$ cat src/rtl/mux21_rr_arbiter.sv
// ---------------------------------------------------------------------------
// mux21_rr_arbiter
//
// Round-robin arbiter for two requesters (A and B) that share one W-bit
// downstream path through a 2:1 selector. The arbiter owns the selector
// control, hands out one-hot grants and registers the selected data onto Y
// together with a valid flag.
//
// Under contention the current owner yields after MAX_HOLD consecutive
// granted cycles. A lone requester keeps the path for as long as it asks.
//
// Parameters:
//   W         data width of A, B and Y
//   MAX_HOLD  consecutive granted cycles allowed while the other side is
//             also requesting (must be >= 1)
//
// Ports:
//   CLK    in   1  rising-edge clock
//   RST    in   1  asynchronous, active-high reset
//   REQ_A  in   1  level request from source A
//   REQ_B  in   1  level request from source B
//   A      in   W  data from source A
//   B      in   W  data from source B
//   GNT_A  out  1  registered grant to A
//   GNT_B  out  1  registered grant to B
//   S      out  1  registered mux select, 0 = A, 1 = B
//   Y      out  W  registered selected data
//   YV     out  1  Y valid
// ---------------------------------------------------------------------------
module mux21_rr_arbiter #(
   parameter int W        = 1,
   parameter int MAX_HOLD = 4
) (
   input  logic         CLK,
   input  logic         RST,
   input  logic         REQ_A,
   input  logic         REQ_B,
   input  logic [W-1:0] A,
   input  logic [W-1:0] B,
   output logic         GNT_A,
   output logic         GNT_B,
   output logic         S,
   output logic [W-1:0] Y,
   output logic         YV
);

   // Hold counter must be able to represent MAX_HOLD itself.
   localparam int HOLD_W = (MAX_HOLD < 1) ? 1 : $clog2(MAX_HOLD + 1);
   localparam logic [HOLD_W-1:0] HOLD_MAX = HOLD_W'(MAX_HOLD);
   localparam logic [HOLD_W-1:0] HOLD_ONE = HOLD_W'(1);

   // Encoding of the "last owner" flag.
   localparam logic SIDE_A = 1'b0;
   localparam logic SIDE_B = 1'b1;

   typedef enum logic [1:0] {
      IDLE  = 2'd0,
      OWN_A = 2'd1,
      OWN_B = 2'd2
   } state_t;

   state_t              state_q, state_d;
   logic [HOLD_W-1:0]   hold_q,  hold_d;
   logic                last_q,  last_d;
   logic                gnt_a_q, gnt_a_d;
   logic                gnt_b_q, gnt_b_d;
   logic                s_q,     s_d;
   logic [W-1:0]        y_q,     y_d;
   logic                yv_q,    yv_d;

   logic                hold_full;

   assign hold_full = (hold_q == HOLD_MAX);

   // ------------------------------------------------------------------------
   // Next-state arbitration
   // ------------------------------------------------------------------------
   always_comb begin
      state_d = state_q;
      case (state_q)
         IDLE: begin
            if (REQ_A && REQ_B) begin
               // Tie: favour the side that did not own the path last.
               state_d = (last_q == SIDE_B) ? OWN_A : OWN_B;
            end else if (REQ_A) begin
               state_d = OWN_A;
            end else if (REQ_B) begin
               state_d = OWN_B;
            end
         end
         OWN_A: begin
            if (!REQ_A) begin
               // Release hands over directly when B is waiting, no idle gap.
               state_d = REQ_B ? OWN_B : IDLE;
            end else if (REQ_B && hold_full) begin
               state_d = OWN_B;
            end
         end
         OWN_B: begin
            if (!REQ_B) begin
               state_d = REQ_A ? OWN_A : IDLE;
            end else if (REQ_A && hold_full) begin
               state_d = OWN_A;
            end
         end
         default: begin
            state_d = IDLE;
         end
      endcase
   end

   // ------------------------------------------------------------------------
   // Hold counter, last-owner flag and registered decodes of the next state
   // ------------------------------------------------------------------------
   always_comb begin
      hold_d = hold_q;
      last_d = last_q;

      if (state_d == IDLE) begin
         hold_d = '0;
      end else if (state_d != state_q) begin
         // Entering an OWN state (from IDLE or a direct switch) counts as
         // the first granted cycle.
         hold_d = HOLD_ONE;
         last_d = (state_d == OWN_B) ? SIDE_B : SIDE_A;
      end else if (!hold_full) begin
         hold_d = hold_q + HOLD_ONE;
      end

      gnt_a_d = (state_d == OWN_A);
      gnt_b_d = (state_d == OWN_B);

      // In IDLE the select is left where it was so the mux does not toggle
      // needlessly.
      s_d = s_q;
      if (state_d == OWN_A) begin
         s_d = 1'b0;
      end else if (state_d == OWN_B) begin
         s_d = 1'b1;
      end
   end

   // ------------------------------------------------------------------------
   // Datapath: capture whatever the selector passes during a granted cycle.
   // Uses the select that was in force during that cycle, so Y lags GNT by
   // one cycle and a direct switch still delivers the old owner's last word.
   // ------------------------------------------------------------------------
   always_comb begin
      y_d  = y_q;
      yv_d = 1'b0;
      if (state_q != IDLE) begin
         y_d  = s_q ? B : A;
         yv_d = 1'b1;
      end
   end

   // ------------------------------------------------------------------------
   // State and output registers
   // ------------------------------------------------------------------------
   always_ff @(posedge CLK or posedge RST) begin
      if (RST) begin
         state_q <= IDLE;
         hold_q  <= '0;
         last_q  <= SIDE_B;
         gnt_a_q <= 1'b0;
         gnt_b_q <= 1'b0;
         s_q     <= 1'b0;
         y_q     <= '0;
         yv_q    <= 1'b0;
      end else begin
         state_q <= state_d;
         hold_q  <= hold_d;
         last_q  <= last_d;
         gnt_a_q <= gnt_a_d;
         gnt_b_q <= gnt_b_d;
         s_q     <= s_d;
         y_q     <= y_d;
         yv_q    <= yv_d;
      end
   end

   assign GNT_A = gnt_a_q;
   assign GNT_B = gnt_b_q;
   assign S     = s_q;
   assign Y     = y_q;
   assign YV    = yv_q;

endmodule

$ cat config.mk
export PLATFORM = sky130hd
export DESIGN_NAME = mux21_rr_arbiter
export DESIGN_NICKNAME = d
export VERILOG_FILES = /design/src/rtl/mux21_rr_arbiter.sv
export SDC_FILE = /design/constraint.sdc
export NUM_CORES = 1
export LEC_CHECK = 0
export CAP_MARGIN = 20
export CORE_AREA = 2 2 39 41
export CTS_CLUSTER_DIAMETER = 150
export DETAILED_ROUTE_END_ITERATION = 8
export DIE_AREA = 0 0 41 43
export PLACE_DENSITY = 0.71
export SYNTH_ARGS = -nofsm -noshare
export SYNTH_HDL_FRONTEND = slang
export SYNTH_SLANG_ARGS = --single-unit
$ cat constraint.sdc
create_clock -name CLK -period 2.7 [get_ports CLK]
set_clock_uncertainty 0.1 [all_clocks]
set_input_delay 0.405 -clock CLK [delete_from_list [all_inputs] [get_ports CLK]]
set_output_delay 0.405 -clock CLK [all_outputs]
set_load 0.005 [all_outputs]
==> results.json <==
{
  "run_status": "complete, no violations",
  "ys_ff_latch": 11,
  "cts_setup_buffers": 0,
  "power.density_nw_per_um2": 715,
  "total_power_uw": 530,
  "slew_headroom": 0.730,
  "post-route-period-util": 0.933,
  "ant_nets": 0,
  "diodes": 0,
  "crit_start": "hold_q[0]$_DFFE_PP0P_",
  "netlist_instances": 56,
  "cp_max_fo": 5,
  "worst_r2r_startpoint": "hold_q[0]$_DFFE_PP0P_",
  "synth_area_um2": 606,
  "cp.required_ns": 2.79,
  "vias": 450,
  "hold_viol_final": 0,
  "synthArstFlopShare": 1.00,
  "nets": 81,
  "ir_worst_vdd_v": 0.000447,
  "r2r_slack_ns": 0.18,
  "totalWireLength_um": 1020,
  "dr_wl_met2_um": 553,
  "initial_core_util": 0.438,
  "wl_per_cell_um": 12.0,
  "stdcell_area_um2": 741,
  "pwr-share-clk": 0.208,
  "postCtsHoldBufs": 0,
  "grt_max_degree": 12,
  "setup_viol": 0,
  "drive_gt1_frac": 0.145,
  "grt_pass1_wl_um": 1880,
  "io_buffer_count": 10,
  "synth_cell_types": 24,
  "worst_setup_path_start_kind": "flip-flop",
  "worstPathArrival_ns": 2.61,
  "syn_avg_cell_area_um2": 10.8,
  "max_freq_mhz": 397,
  "avgViaCountPerCell": 5.29,
  "synthFlopType": "dfrtp_1",
  "swShare": 0.308,
  "floorplan.die_area_um2": 1760,
  "h-tree-depth": 1,
  "first_global_vias": 438,
  "final_cells": 85,
  "met3WireLength_um": 43,
  "worst_slew_pin_slew_ns": 0.404,
  "p_int_uw": 367,
  "drt_iter0_drc": 11,
  "floorplan.die.height_um": 43,
  "crit_type": "flip-flop to flip-flop",
  "ctsResizeCount": 0,
  "clk_pin_slew_ns": 0.07,
  "synth_edf_count": 0,
  "grt_usage": 0.165,
  "pwr-share-comb": 0.339,
  "pwr-share-seq": 0.453,
  "drt_pre_antenna_iters": 4,
  "p_switching_uw": 163,
  "dieWidth_um": 41,
  "cts_buffer_depth": 2,
  "finalWeightedCongestion": 0.809,
  "routed.top_layer": "met4",
  "rsz0062_at_grt": "false",
  "r2r_end": "last_q$_DFFE_PP1P_",
  "row_count": 14,
  "r2r.worst_path.cells": 9,
  "final_max_slew_viol_count": 0,
  "io_pins": 11,
  "cts_tree": "done",
  "numCtsBuffers": 3,
  "hold_path.class": "input port to async pin",
  "syn_nets": 67,
  "cts_sinks": 11,
  "fin_crit_ns": 2.52,
  "antenna_found_initial": 0,
  "yosys_warnings": 0,
  "overflow": 0,
  "core_um2": 1380,
  "tns_ns": 0,
  "timing.critical_path.to": "last_q$_DFFE_PP1P_",
  "m1WireLength_um": 415,
  "leakagePower_nw": 0.345,
  "area_growth_pct": 22.3,
  "placed_area_um2": 714,
  "cts_root_buf": "clkbuf_4",
  "drcViolationCount": 0,
  "clock_latency_ns": 0.27,
  "dp_cells": 81,
  "maxCapViolCount": 0,
  "yosysSeqAreaShare": 0.457,
  "dp_hpwl_um": 817,
  "worst_setup_path_end_kind": "flip-flop"
}
worst min path at each step:
stage | to | slack, ns | startpoint
4_1_cts | hold_q[2]$_DFFE_PP0P_ | 0.32 | RST
6_report | YV$_DFF_PP0_ | 0.31 | RST
5_1_grt | Y$_DFFE_PP0N_ | 0.36 | RST
3_5_place_dp | Y$_DFFE_PP0N_ | 0.38 | Y$_DFFE_PP0N_
3_3_place_gp | Y$_DFFE_PP0N_ | 0.37 | Y$_DFFE_PP0N_
2_1_floorplan | GNT_A$_DFF_PP0_ | 0.16 | RST
cells in the final DEF, fill, tap and decap left out, drive strengths merged:
cell / synthesis / layout
mux2i: 3 / 3
xor2: 1 / 1
dfstp: 1 / 1
a32o: 1 / 1
nor2: 2 / 2
dfrtp: 10 / 10
nand2: 5 / 5
a21boi: 1 / 1
clkbuf: 0 / 4
clkdlybuf4s50: 0 / 10
and3: 2 / 2
nand3b: 3 / 3
o21ba: 1 / 1
a21o: 1 / 1
inv: 5 / 5
nand3: 2 / 2
nor3: 5 / 5
ha: 5 / 5
nor4: 1 / 1
xnor2: 1 / 1
o21ai: 3 / 3
mux2: 2 / 2
cells in the mapped netlist, drive strengths merged (2+ instances only):
library cell / count / area [um^2]
and3: 2 / 12.5
dfrtp: 10 / 250
ha: 5 / 62.6
inv: 5 / 18.8
mux2: 2 / 22.5
mux2i: 3 / 30.0
nand2: 5 / 21.3
nand3: 2 / 10.0
nand3b: 3 / 22.5
nor2: 2 / 7.51
nor3: 5 / 25.0
o21ai: 3 / 15.0
stage by stage:
step | util | hold slack [ns] | setup slack, ns
4_1_cts | 0.535 | 0.325 | 0.172
6_report | 0.535 | 0.313 | 0.180
5_1_grt | 0.535 | 0.359 | 0.00926
2_1_floorplan | - | 0.157 | 0.369
3_5_place_dp | 0.516 | 0.379 | 0.203
3_3_place_gp | 0.516 | 0.366 | 0.246
power by group through the flow:
stage | logic, mW | clock network (mW) | registers [mW]
final | 0.179 | 0.110 | 0.240
after global routing | 0.204 | 0.127 | 0.246
after CTS | 0.183 | 0.114 | 0.240
after detailed placement | 0.182 | 0 | 0.243
after global placement | 0.177 | 0 | 0.242
after floorplan | 0.120 | 0 | 0.234
metal layers:
layer,vias up,GRT usage
met5,-,0
met4,0,0.0400
met3,3,0.0942
met2,5,0.250
met1,220,0.195
li1,222,-
registers in the layout, indices dropped and copies added (netlist names):
signal	cells
GNT_B	1
GNT_A	1
hold_q	3
S	1
Y	1
state_q	2
last_q	1
YV	1
worst max-delay path, cell delays in order, from the launching register on:
cell	delay [ns]
dfrtp_1	0.35
inv_1	0.07
ha_1	0.23
nand2_2	0.13
mux2_2	0.34
o21ai_1	0.17
nand3_1	0.13
ha_1	0.27
nor4_2	0.29
mux2_1	0.34
cell families (layout without fill, tap and decap cells):
kind of cell / after synthesis / after routing / synth area share
flops: 11 / 11 / 0.457
simple gates: 20 / 20 / 0.184
fa+ha+maj: 5 / 5 / 0.103
mux: 5 / 5 / 0.0868
buf+inv: 6 / 19 / 0.0496
xor+xnor: 2 / 2 / 0.0289
compound gates: 7 / 7 / 0.0909
cell type report:
cell class                      instances  area, um^2
Fill cell                             125         643
Multi-Input combinational cell         39         299
Sequential cell                        11         277
Timing Repair Buffer                   10         100
Clock buffer                            4        26.3
Tap cell                               16        20.0
Inverter                                5        18.8
No activity file was read; power rests on OpenSTA's default activity.
